==> src/rtl/axi_lite_read_poller_pkg.sv <==
// Shared definitions for the AXI4-Lite read poller.
//   - poll_state_e : FSM state encoding used by the top-level controller
//   - RESP_*       : AXI RRESP encodings
//   - resp_is_err  : true for any response other than OKAY
package axi_lite_read_poller_pkg;

    typedef enum logic [1:0] {
        IDLE = 2'b00,
        ADDR = 2'b01,
        DATA = 2'b10,
        HOLD = 2'b11
    } poll_state_e;

    localparam logic [1:0] RESP_OKAY   = 2'b00;
    localparam logic [1:0] RESP_EXOKAY = 2'b01;
    localparam logic [1:0] RESP_SLVERR = 2'b10;
    localparam logic [1:0] RESP_DECERR = 2'b11;

    // EXOKAY is meaningless for a plain AXI-Lite read, so it is flagged
    // together with the real error responses.
    function automatic logic resp_is_err(input logic [1:0] resp);
        logic err;
        err = 1'b1;
        case (resp)
            RESP_OKAY:                             err = 1'b0;
            RESP_EXOKAY, RESP_SLVERR, RESP_DECERR: err = 1'b1;
            default:                               err = 1'b1;
        endcase
        return err;
    endfunction

endpackage

==> src/rtl/axi_lite_read_poller_poll_timer.sv <==
// Poll period timer.
// Counts cycles since the last poll was issued. A count of zero means a poll
// is due; the count stays at zero (poll pending) until the controller issues
// the next poll, so a busy controller polls late rather than skipping.
// Ports:
//   clk, rst_n : clock, asynchronous active-low reset
//   clear      : force the count to zero (polling disabled)
//   restart    : a poll is being issued this cycle; count restarts at 1
//   expired    : count is zero, a poll is due
module axi_lite_read_poller_poll_timer #(
    parameter int unsigned POLL_PERIOD = 1000
) (
    input  logic clk,
    input  logic rst_n,
    input  logic clear,
    input  logic restart,
    output logic expired
);

    localparam int unsigned CW = (POLL_PERIOD > 2) ? $clog2(POLL_PERIOD) : 1;
    localparam logic [CW-1:0] LAST = CW'(POLL_PERIOD - 1);

    logic [CW-1:0] cnt_q;
    logic [CW-1:0] cnt_d;

    always_comb begin
        cnt_d = cnt_q;
        if (clear) begin
            cnt_d = '0;
        end else if (restart) begin
            cnt_d = CW'(1);
        end else if (cnt_q == '0) begin
            // Saturate: poll pending until the controller takes it.
            cnt_d = '0;
        end else if (cnt_q == LAST) begin
            cnt_d = '0;
        end else begin
            cnt_d = cnt_q + CW'(1);
        end
    end

    always_ff @(posedge clk or negedge rst_n) begin
        if (!rst_n) begin
            cnt_q <= '0;
        end else begin
            cnt_q <= cnt_d;
        end
    end

    assign expired = (cnt_q == '0);

endmodule

==> src/rtl/axi_lite_read_poller.sv <==
// AXI4-Lite read-only master that periodically reads one fixed register and
// hands each returned word to local logic through a one-entry output register.
// Ports:
//   M_AXI_ACLK, M_AXI_ARESETN : clock, asynchronous active-low reset
//   enable                    : polling enable
//   M_AXI_AR*                 : read address channel (ARADDR = TARGET_ADDR, ARPROT = 0)
//   M_AXI_R*                  : read data channel
//   sample_data/err/valid     : last captured word, error marker, valid
//   sample_ready              : consumer accepts the sample
//   timeout_flag              : sticky, an AR or R phase waited TIMEOUT_CYCLES
//   read_count                : completed R handshakes, wraps
//
// Handshakes: every channel transfers on a cycle where valid && ready are both
// high at the rising clock edge. A valid, once raised, stays high with stable
// payload until that transfer; ready may be raised or dropped freely.
module axi_lite_read_poller
    import axi_lite_read_poller_pkg::*;
#(
    parameter int unsigned C_M_AXI_ADDR_WIDTH = 32,
    parameter int unsigned C_M_AXI_DATA_WIDTH = 32,
    parameter logic [C_M_AXI_ADDR_WIDTH-1:0] TARGET_ADDR = '0,
    parameter int unsigned POLL_PERIOD    = 1000,
    parameter int unsigned TIMEOUT_CYCLES = 256
) (
    input  logic                          M_AXI_ACLK,
    input  logic                          M_AXI_ARESETN,
    input  logic                          enable,
    output logic                          M_AXI_ARVALID,
    output logic [C_M_AXI_ADDR_WIDTH-1:0] M_AXI_ARADDR,
    output logic [2:0]                    M_AXI_ARPROT,
    input  logic                          M_AXI_ARREADY,
    input  logic                          M_AXI_RVALID,
    input  logic [C_M_AXI_DATA_WIDTH-1:0] M_AXI_RDATA,
    input  logic [1:0]                    M_AXI_RRESP,
    output logic                          M_AXI_RREADY,
    output logic [C_M_AXI_DATA_WIDTH-1:0] sample_data,
    output logic                          sample_err,
    output logic                          sample_valid,
    input  logic                          sample_ready,
    output logic                          timeout_flag,
    output logic [15:0]                   read_count
);

    localparam int unsigned PW = $clog2(TIMEOUT_CYCLES + 1);
    localparam logic [PW-1:0] PHASE_LIMIT = PW'(TIMEOUT_CYCLES);

    poll_state_e                   state_q, state_d;
    logic                          arvalid_q, arvalid_d;
    logic                          rready_q, rready_d;
    logic [C_M_AXI_DATA_WIDTH-1:0] sample_data_q, sample_data_d;
    logic                          sample_err_q, sample_err_d;
    logic                          sample_valid_q, sample_valid_d;
    logic                          timeout_q, timeout_d;
    logic [15:0]                   read_count_q, read_count_d;
    logic [PW-1:0]                 phase_cnt_q, phase_cnt_d;

    logic poll_due;
    logic poll_issue;
    logic timer_clear;
    logic phase_wait;
    logic [PW-1:0] phase_inc;

    assign timer_clear = (state_q == IDLE) && !enable;

    axi_lite_read_poller_poll_timer #(
        .POLL_PERIOD (POLL_PERIOD)
    ) u_poll_timer (
        .clk     (M_AXI_ACLK),
        .rst_n   (M_AXI_ARESETN),
        .clear   (timer_clear),
        .restart (poll_issue),
        .expired (poll_due)
    );

    assign phase_inc = phase_cnt_q + PW'(1);

    always_comb begin
        state_d        = state_q;
        arvalid_d      = arvalid_q;
        rready_d       = rready_q;
        sample_data_d  = sample_data_q;
        sample_err_d   = sample_err_q;
        sample_valid_d = sample_valid_q;
        timeout_d      = timeout_q;
        read_count_d   = read_count_q;
        phase_cnt_d    = phase_cnt_q;
        poll_issue     = 1'b0;
        phase_wait     = 1'b0;

        case (state_q)
            IDLE: begin
                if (!enable) begin
                    timeout_d = 1'b0;
                end else if (poll_due) begin
                    arvalid_d   = 1'b1;
                    poll_issue  = 1'b1;
                    phase_cnt_d = '0;
                    state_d     = ADDR;
                end
            end
            ADDR: begin
                // ARVALID is never withdrawn before the handshake, whatever
                // enable or the timeout do.
                if (arvalid_q && M_AXI_ARREADY) begin
                    arvalid_d   = 1'b0;
                    rready_d    = 1'b1;
                    phase_cnt_d = '0;
                    state_d     = DATA;
                end else begin
                    phase_wait = 1'b1;
                end
            end
            DATA: begin
                if (M_AXI_RVALID && rready_q) begin
                    sample_data_d  = M_AXI_RDATA;
                    sample_err_d   = resp_is_err(M_AXI_RRESP);
                    sample_valid_d = 1'b1;
                    rready_d       = 1'b0;
                    read_count_d   = read_count_q + 16'd1;
                    state_d        = HOLD;
                end else begin
                    phase_wait = 1'b1;
                end
            end
            HOLD: begin
                if (sample_valid_q && sample_ready) begin
                    sample_valid_d = 1'b0;
                    state_d        = IDLE;
                end
            end
            default: state_d = IDLE;
        endcase

        // Phase counter saturates at the limit; the flag sets on the cycle
        // the count reaches the limit and the transaction keeps waiting.
        if (phase_wait) begin
            if (phase_cnt_q != PHASE_LIMIT) begin
                phase_cnt_d = phase_inc;
            end
            if (phase_inc == PHASE_LIMIT) begin
                timeout_d = 1'b1;
            end
        end
    end

    always_ff @(posedge M_AXI_ACLK or negedge M_AXI_ARESETN) begin
        if (!M_AXI_ARESETN) begin
            state_q        <= IDLE;
            arvalid_q      <= 1'b0;
            rready_q       <= 1'b0;
            sample_data_q  <= '0;
            sample_err_q   <= 1'b0;
            sample_valid_q <= 1'b0;
            timeout_q      <= 1'b0;
            read_count_q   <= '0;
            phase_cnt_q    <= '0;
        end else begin
            state_q        <= state_d;
            arvalid_q      <= arvalid_d;
            rready_q       <= rready_d;
            sample_data_q  <= sample_data_d;
            sample_err_q   <= sample_err_d;
            sample_valid_q <= sample_valid_d;
            timeout_q      <= timeout_d;
            read_count_q   <= read_count_d;
            phase_cnt_q    <= phase_cnt_d;
        end
    end

    assign M_AXI_ARVALID = arvalid_q;
    assign M_AXI_ARADDR  = TARGET_ADDR;
    assign M_AXI_ARPROT  = 3'b000;
    assign M_AXI_RREADY  = rready_q;
    assign sample_data   = sample_data_q;
    assign sample_err    = sample_err_q;
    assign sample_valid  = sample_valid_q;
    assign timeout_flag  = timeout_q;
    assign read_count    = read_count_q;

endmodule
==> config.mk <==
export PLATFORM = sky130hd
export DESIGN_NAME = axi_lite_read_poller
export DESIGN_NICKNAME = d
export VERILOG_FILES = /design/src/rtl/axi_lite_read_poller_pkg.sv /design/src/rtl/axi_lite_read_poller_poll_timer.sv /design/src/rtl/axi_lite_read_poller.sv
export SDC_FILE = /design/constraint.sdc
export NUM_CORES = 1
export LEC_CHECK = 0
export CAP_MARGIN = 20
export CORE_ASPECT_RATIO = 0.7
export CORE_UTILIZATION = 35
export CTS_CLUSTER_SIZE = 8
export DETAILED_ROUTE_END_ITERATION = 10
export HOLD_SLACK_MARGIN = 0.12
export PLACE_DENSITY = 0.66
export SETUP_SLACK_MARGIN = 0.4
export SYNTH_ARGS = -nofsm -noshare
export SYNTH_HDL_FRONTEND = slang
export SYNTH_SLANG_ARGS = --single-unit
export TNS_END_PERCENT = 30
==> constraint.sdc <==
create_clock -name M_AXI_ACLK -period 2.42 [get_ports M_AXI_ACLK]
set_input_delay 0.484 -clock M_AXI_ACLK [delete_from_list [all_inputs] [get_ports M_AXI_ACLK]]
set_output_delay 0.484 -clock M_AXI_ACLK [all_outputs]
set_load 0.05 [all_outputs]
==> out/qor.log <==
qor: route.post-route-drc-count 0
qor: setup_path.crit_required 1.94 ns
qor: timing.timing_hold_violations_final 0
qor: synth.synth.area.top_cells sky130_fd_sc_hd__dfrtp_1 50%, sky130_fd_sc_hd__mux2_2 10%, sky130_fd_sc_hd__buf_4 7.3%
qor: synth.post_synthesis_mean_instance_area 11.0 um^2
qor: setup_path.criticalPathCategory register to primary output
qor: grt.wire_length_of_the_first_global_routing_pass 12400 um
qor: cells_and_area.finish.cell_count_without_fillers 568
qor: timing.tightest_slew 0.713 ns
qor: die.rows 30
qor: cts.cts.htree.levels 3
qor: cts.cts.reportedPaths.clkPinSlew 0.06 ns
qor: timing.drv_slew 0
qor: route.vias_per_cell 4.67
qor: synth.main_synth_ff_type sky130_fd_sc_hd__dfrtp_1
qor: grt.grt_antenna_before_repair 0
qor: setup_path.crit_path_start M_AXI_ARVALID
qor: cells_and_area.post_route_cells_drive_above_1_share 15.2%
qor: route.via_count 2655
qor: power_and_ir_drop.cell_internal_pwr 3.76 mW
qor: setup_path.reg2regPathDepth 6
qor: power_and_ir_drop.power_frac_seq 28.7%
qor: synth.yosysTopAreaCellShare 50.2%
qor: place.port-buffer-count 92
qor: power_and_ir_drop.static_leakage 2.25 nW
qor: grt.maximum_number_of_pins_on_one_net_before_global_route_repair 40
qor: die.io_pins 128
qor: timing.final.period_utilization 86.2%
qor: timing.unrepaired_setup_endpoints_after_global_routing yes
qor: cts.cts.root.buffer_cell sky130_fd_sc_hd__clkbuf_16
qor: synth.synth.yosys.seq_area_share 50.2%
qor: power_and_ir_drop.ir_worst_vdd 0.857 mV
qor: place.place.detailed.hpwl 5690 um
qor: setup_path.worstSetupStartpointType register
qor: synth.synth_async_sr_flop_share 100%
qor: synth.synth_top_cell_by_area sky130_fd_sc_hd__dfrtp_1
qor: setup_path.worstPathArrival 1.60 ns
qor: synth.syn_area 3690 um^2
qor: cts.clk-insertion-delay-late 0.33 ns
qor: synth.synth-edff-count 0
qor: cells_and_area.areaGrowthSynthToFinish 35.8%
qor: power_and_ir_drop.reported_net_switching_power 2.93 mW
qor: setup_path.max_stage_delay 0.84 ns
qor: die.die-width 125 um
qor: cts.clock_tree_from_tritoncts built
qor: route.drt-wirelength-per-cell 13.7 um
qor: worst_hold_path.timing.hold.worst.class input pin to asynchronous set/reset pin
qor: synth.ys_warn_count 0
qor: route.routed_wirelength 7790 um
qor: setup_path.endpoint_kind primary output
qor: place.place.gp.congestion 0.866
qor: cells_and_area.fin_nets 485
qor: timing.fin_crit 2.09 ns
qor: setup_path.critical_path.top_delay_family buffers and inverters
qor: cts.max-clock-path-buffers 2
qor: timing.timing.max_slew.rel_slack 52.1%
qor: die.die_area 11000 um^2
qor: cts.clock_sinks 74
qor: grt.grt_remaining_overflow 0
qor: timing.max_freq 479 MHz
qor: place.post-place-cells 551
qor: die.core-area 9950 um^2
qor: setup_path.r2r-end read_count[15]
qor: timing.clock-skew-final 0.00685 ns
qor: power_and_ir_drop.share_of_total_power_in_combinational_logic 51.2%
qor: synth.synth.ff_latch_count 74
qor: job.max-cap-violations 0
qor: synth.postSynthCellCount 334
qor: power_and_ir_drop.power.density_cell_area 1340 nW/um^2
qor: setup_path.r2r_setup_slack 0.47 ns
qor: route.firstDrtPassIters 7
qor: setup_path.worstReg2RegStart state_q[0]
qor: setup_path.cpMaxStageDelayCell sky130_fd_sc_hd__clkdlybuf4s50_1
qor: power_and_ir_drop.switching_share 43.8%
qor: die.dieHeight 87.9 um
qor: grt.number_of_global_route_vias_before_repair 2532
qor: timing.setup_violations 0
qor: setup_path.critical_path.cell_chain clkdlybuf4s50_1
qor: synth.synth.distinct_cells 43
qor: cells_and_area.diodes 0
qor: route.detailedRoute.firstIterationViolations 119
qor: status.run_status completed
qor: timing.setup_total_negative_slack 0 ns
qor: die.start_util 37.1%
qor: route.ant_nets 0
qor: setup_path.crit_buf_inv 1
qor: setup_path.worst-path-max-fanout 5
qor: cts.tritoncts_buffers 9
qor: power_and_ir_drop.pwr-share-clk 20.1%
qor: grt.grt_usage 14.2%
[layout by cell type, fill, tap and decap left out, types with 4 or more instances in the layout]
cell type / n
sky130_fd_sc_hd__nor2_1: 21
sky130_fd_sc_hd__nand2_1: 20
sky130_fd_sc_hd__dlymetal6s2s_1: 4
sky130_fd_sc_hd__nand3_1: 17
sky130_fd_sc_hd__dlygate4sd2_1: 4
sky130_fd_sc_hd__inv_1: 15
sky130_fd_sc_hd__xnor2_1: 16
sky130_fd_sc_hd__dfrtp_1: 74
sky130_fd_sc_hd__clkbuf_16: 9
sky130_fd_sc_hd__mux2_2: 34
sky130_fd_sc_hd__nor3_1: 7
sky130_fd_sc_hd__nand4_1: 4
sky130_fd_sc_hd__o21ai_0: 5
sky130_fd_sc_hd__or3_1: 4
sky130_fd_sc_hd__buf_4: 8
sky130_fd_sc_hd__o22ai_1: 5
sky130_fd_sc_hd__ha_1: 8
sky130_fd_sc_hd__o21ai_1: 6
sky130_fd_sc_hd__a31oi_1: 4
sky130_fd_sc_hd__conb_1: 35
sky130_fd_sc_hd__xor2_1: 12
sky130_fd_sc_hd__clkdlybuf4s50_1: 83
[power groups by stage]
stage | Sequential (mW) | Clock, mW | Combinational [mW]
floorplan | 3.13 | 0 | 1.12
global placement | 1.92 | 0 | 3.35
detailed placement | 1.94 | 0 | 3.40
CTS | 1.93 | 1.39 | 3.41
global route | 1.98 | 1.44 | 3.62
finish | 1.92 | 1.34 | 3.43
[synth_stat cells (2+ instances only)]
master / instances
sky130_fd_sc_hd__dfrtp_1: 74
sky130_fd_sc_hd__buf_4: 36
sky130_fd_sc_hd__mux2_2: 34
sky130_fd_sc_hd__nor2_1: 21
sky130_fd_sc_hd__nand2_1: 20
sky130_fd_sc_hd__nand3_1: 18
sky130_fd_sc_hd__xnor2_1: 16
sky130_fd_sc_hd__inv_1: 15
sky130_fd_sc_hd__xor2_1: 12
sky130_fd_sc_hd__ha_1: 9
sky130_fd_sc_hd__nor3_1: 8
sky130_fd_sc_hd__o21ai_1: 6
sky130_fd_sc_hd__o21ai_0: 5
sky130_fd_sc_hd__o22ai_1: 5
sky130_fd_sc_hd__a31oi_1: 4
sky130_fd_sc_hd__nand4_1: 4
sky130_fd_sc_hd__or3_1: 4
sky130_fd_sc_hd__and3_1: 3
sky130_fd_sc_hd__buf_1: 3
sky130_fd_sc_hd__nor2b_1: 3
sky130_fd_sc_hd__o211ai_1: 3
sky130_fd_sc_hd__a211oi_1: 2
sky130_fd_sc_hd__a21boi_1: 2
sky130_fd_sc_hd__a21o_1: 2
sky130_fd_sc_hd__a22o_1: 2
sky130_fd_sc_hd__buf_2: 2
sky130_fd_sc_hd__clkbuf_1: 2
sky130_fd_sc_hd__nand2b_1: 2
sky130_fd_sc_hd__nor4b_1: 2
sky130_fd_sc_hd__or4b_1: 2
[layer usage]
layer / GRT usage (%) / vias up / wire length [um]
met5: 0 / - / 0
met4: 4.27 / 0 / 41
met3: 4.95 / 6 / 385
met2: 22.8 / 63 / 3780
met1: 18.4 / 1298 / 3580
li1: - / 1288 / -
[worst max path at each step]
stage | endpoint | slack, ns | cells after the start
after floorplan | read_count[15] | 0.47 | 4
after global placement | read_count[15] | 0.14 | 5
after detailed placement | read_count[15] | 0.14 | 5
after CTS | read_count[7] | 0.34 | 1
after global routing | M_AXI_ARVALID | 0.29 | 1
final | M_AXI_ARVALID | 0.33 | 1
[sequential cells by signal, indices dropped and copies added (netlist names)]
signal and flops:
sample_data 32, read_count 16, u_poll_timer.cnt_q 10, phase_cnt_q 9, state_q 2, M_AXI_ARVALID 1, M_AXI_RREADY 1, sample_err 1
sample_valid 1, timeout_flag 1
[layout make-up]
type,instances,area [um^2]
clock inverters,4,51.3
fillers,880,4940
flip-flops and latches,74,1850
well taps,128,160
multi-input cells,236,1640
repair buffers,100,996
clock buffers,11,253
inverters,15,56.3
[repair_timing]
action                     4_1_cts  5_1_grt
resized for setup                5        8
hold buffers                     0        0
pin swaps                        0        1
setup buffers                    0        2
hold endpoints to repair         0        0
setup endpoints to repair       18       28
[kinds of logic after synthesis]
kind of cell,after synthesis,synth area share (%)
AO/OA/AOI/OAI,38,7.19
XOR/XNOR,28,6.65
AND/OR/NAND/NOR,91,12.5
buffers and inverters,58,9.64
other,1,0.102
multiplexers,35,10.7
adder cells (fa/ha/maj),9,3.05
flip-flops,74,50.2
[stage by stage]
step	setup WS [ns]	utilization, %	area, um^2	hold WS, ns	power (mW)
after CTS	0.344	49.9	4970	0.157	6.73
after global routing	0.293	50.3	5010	0.177	7.04
final	0.334	50.3	5010	0.126	6.70
after floorplan	0.465	-	3810	0.188	4.25
after global placement	0.142	46.8	4660	0.462	5.27
after detailed placement	0.138	46.8	4660	0.465	5.34
Power figures use the tool's default switching activity.
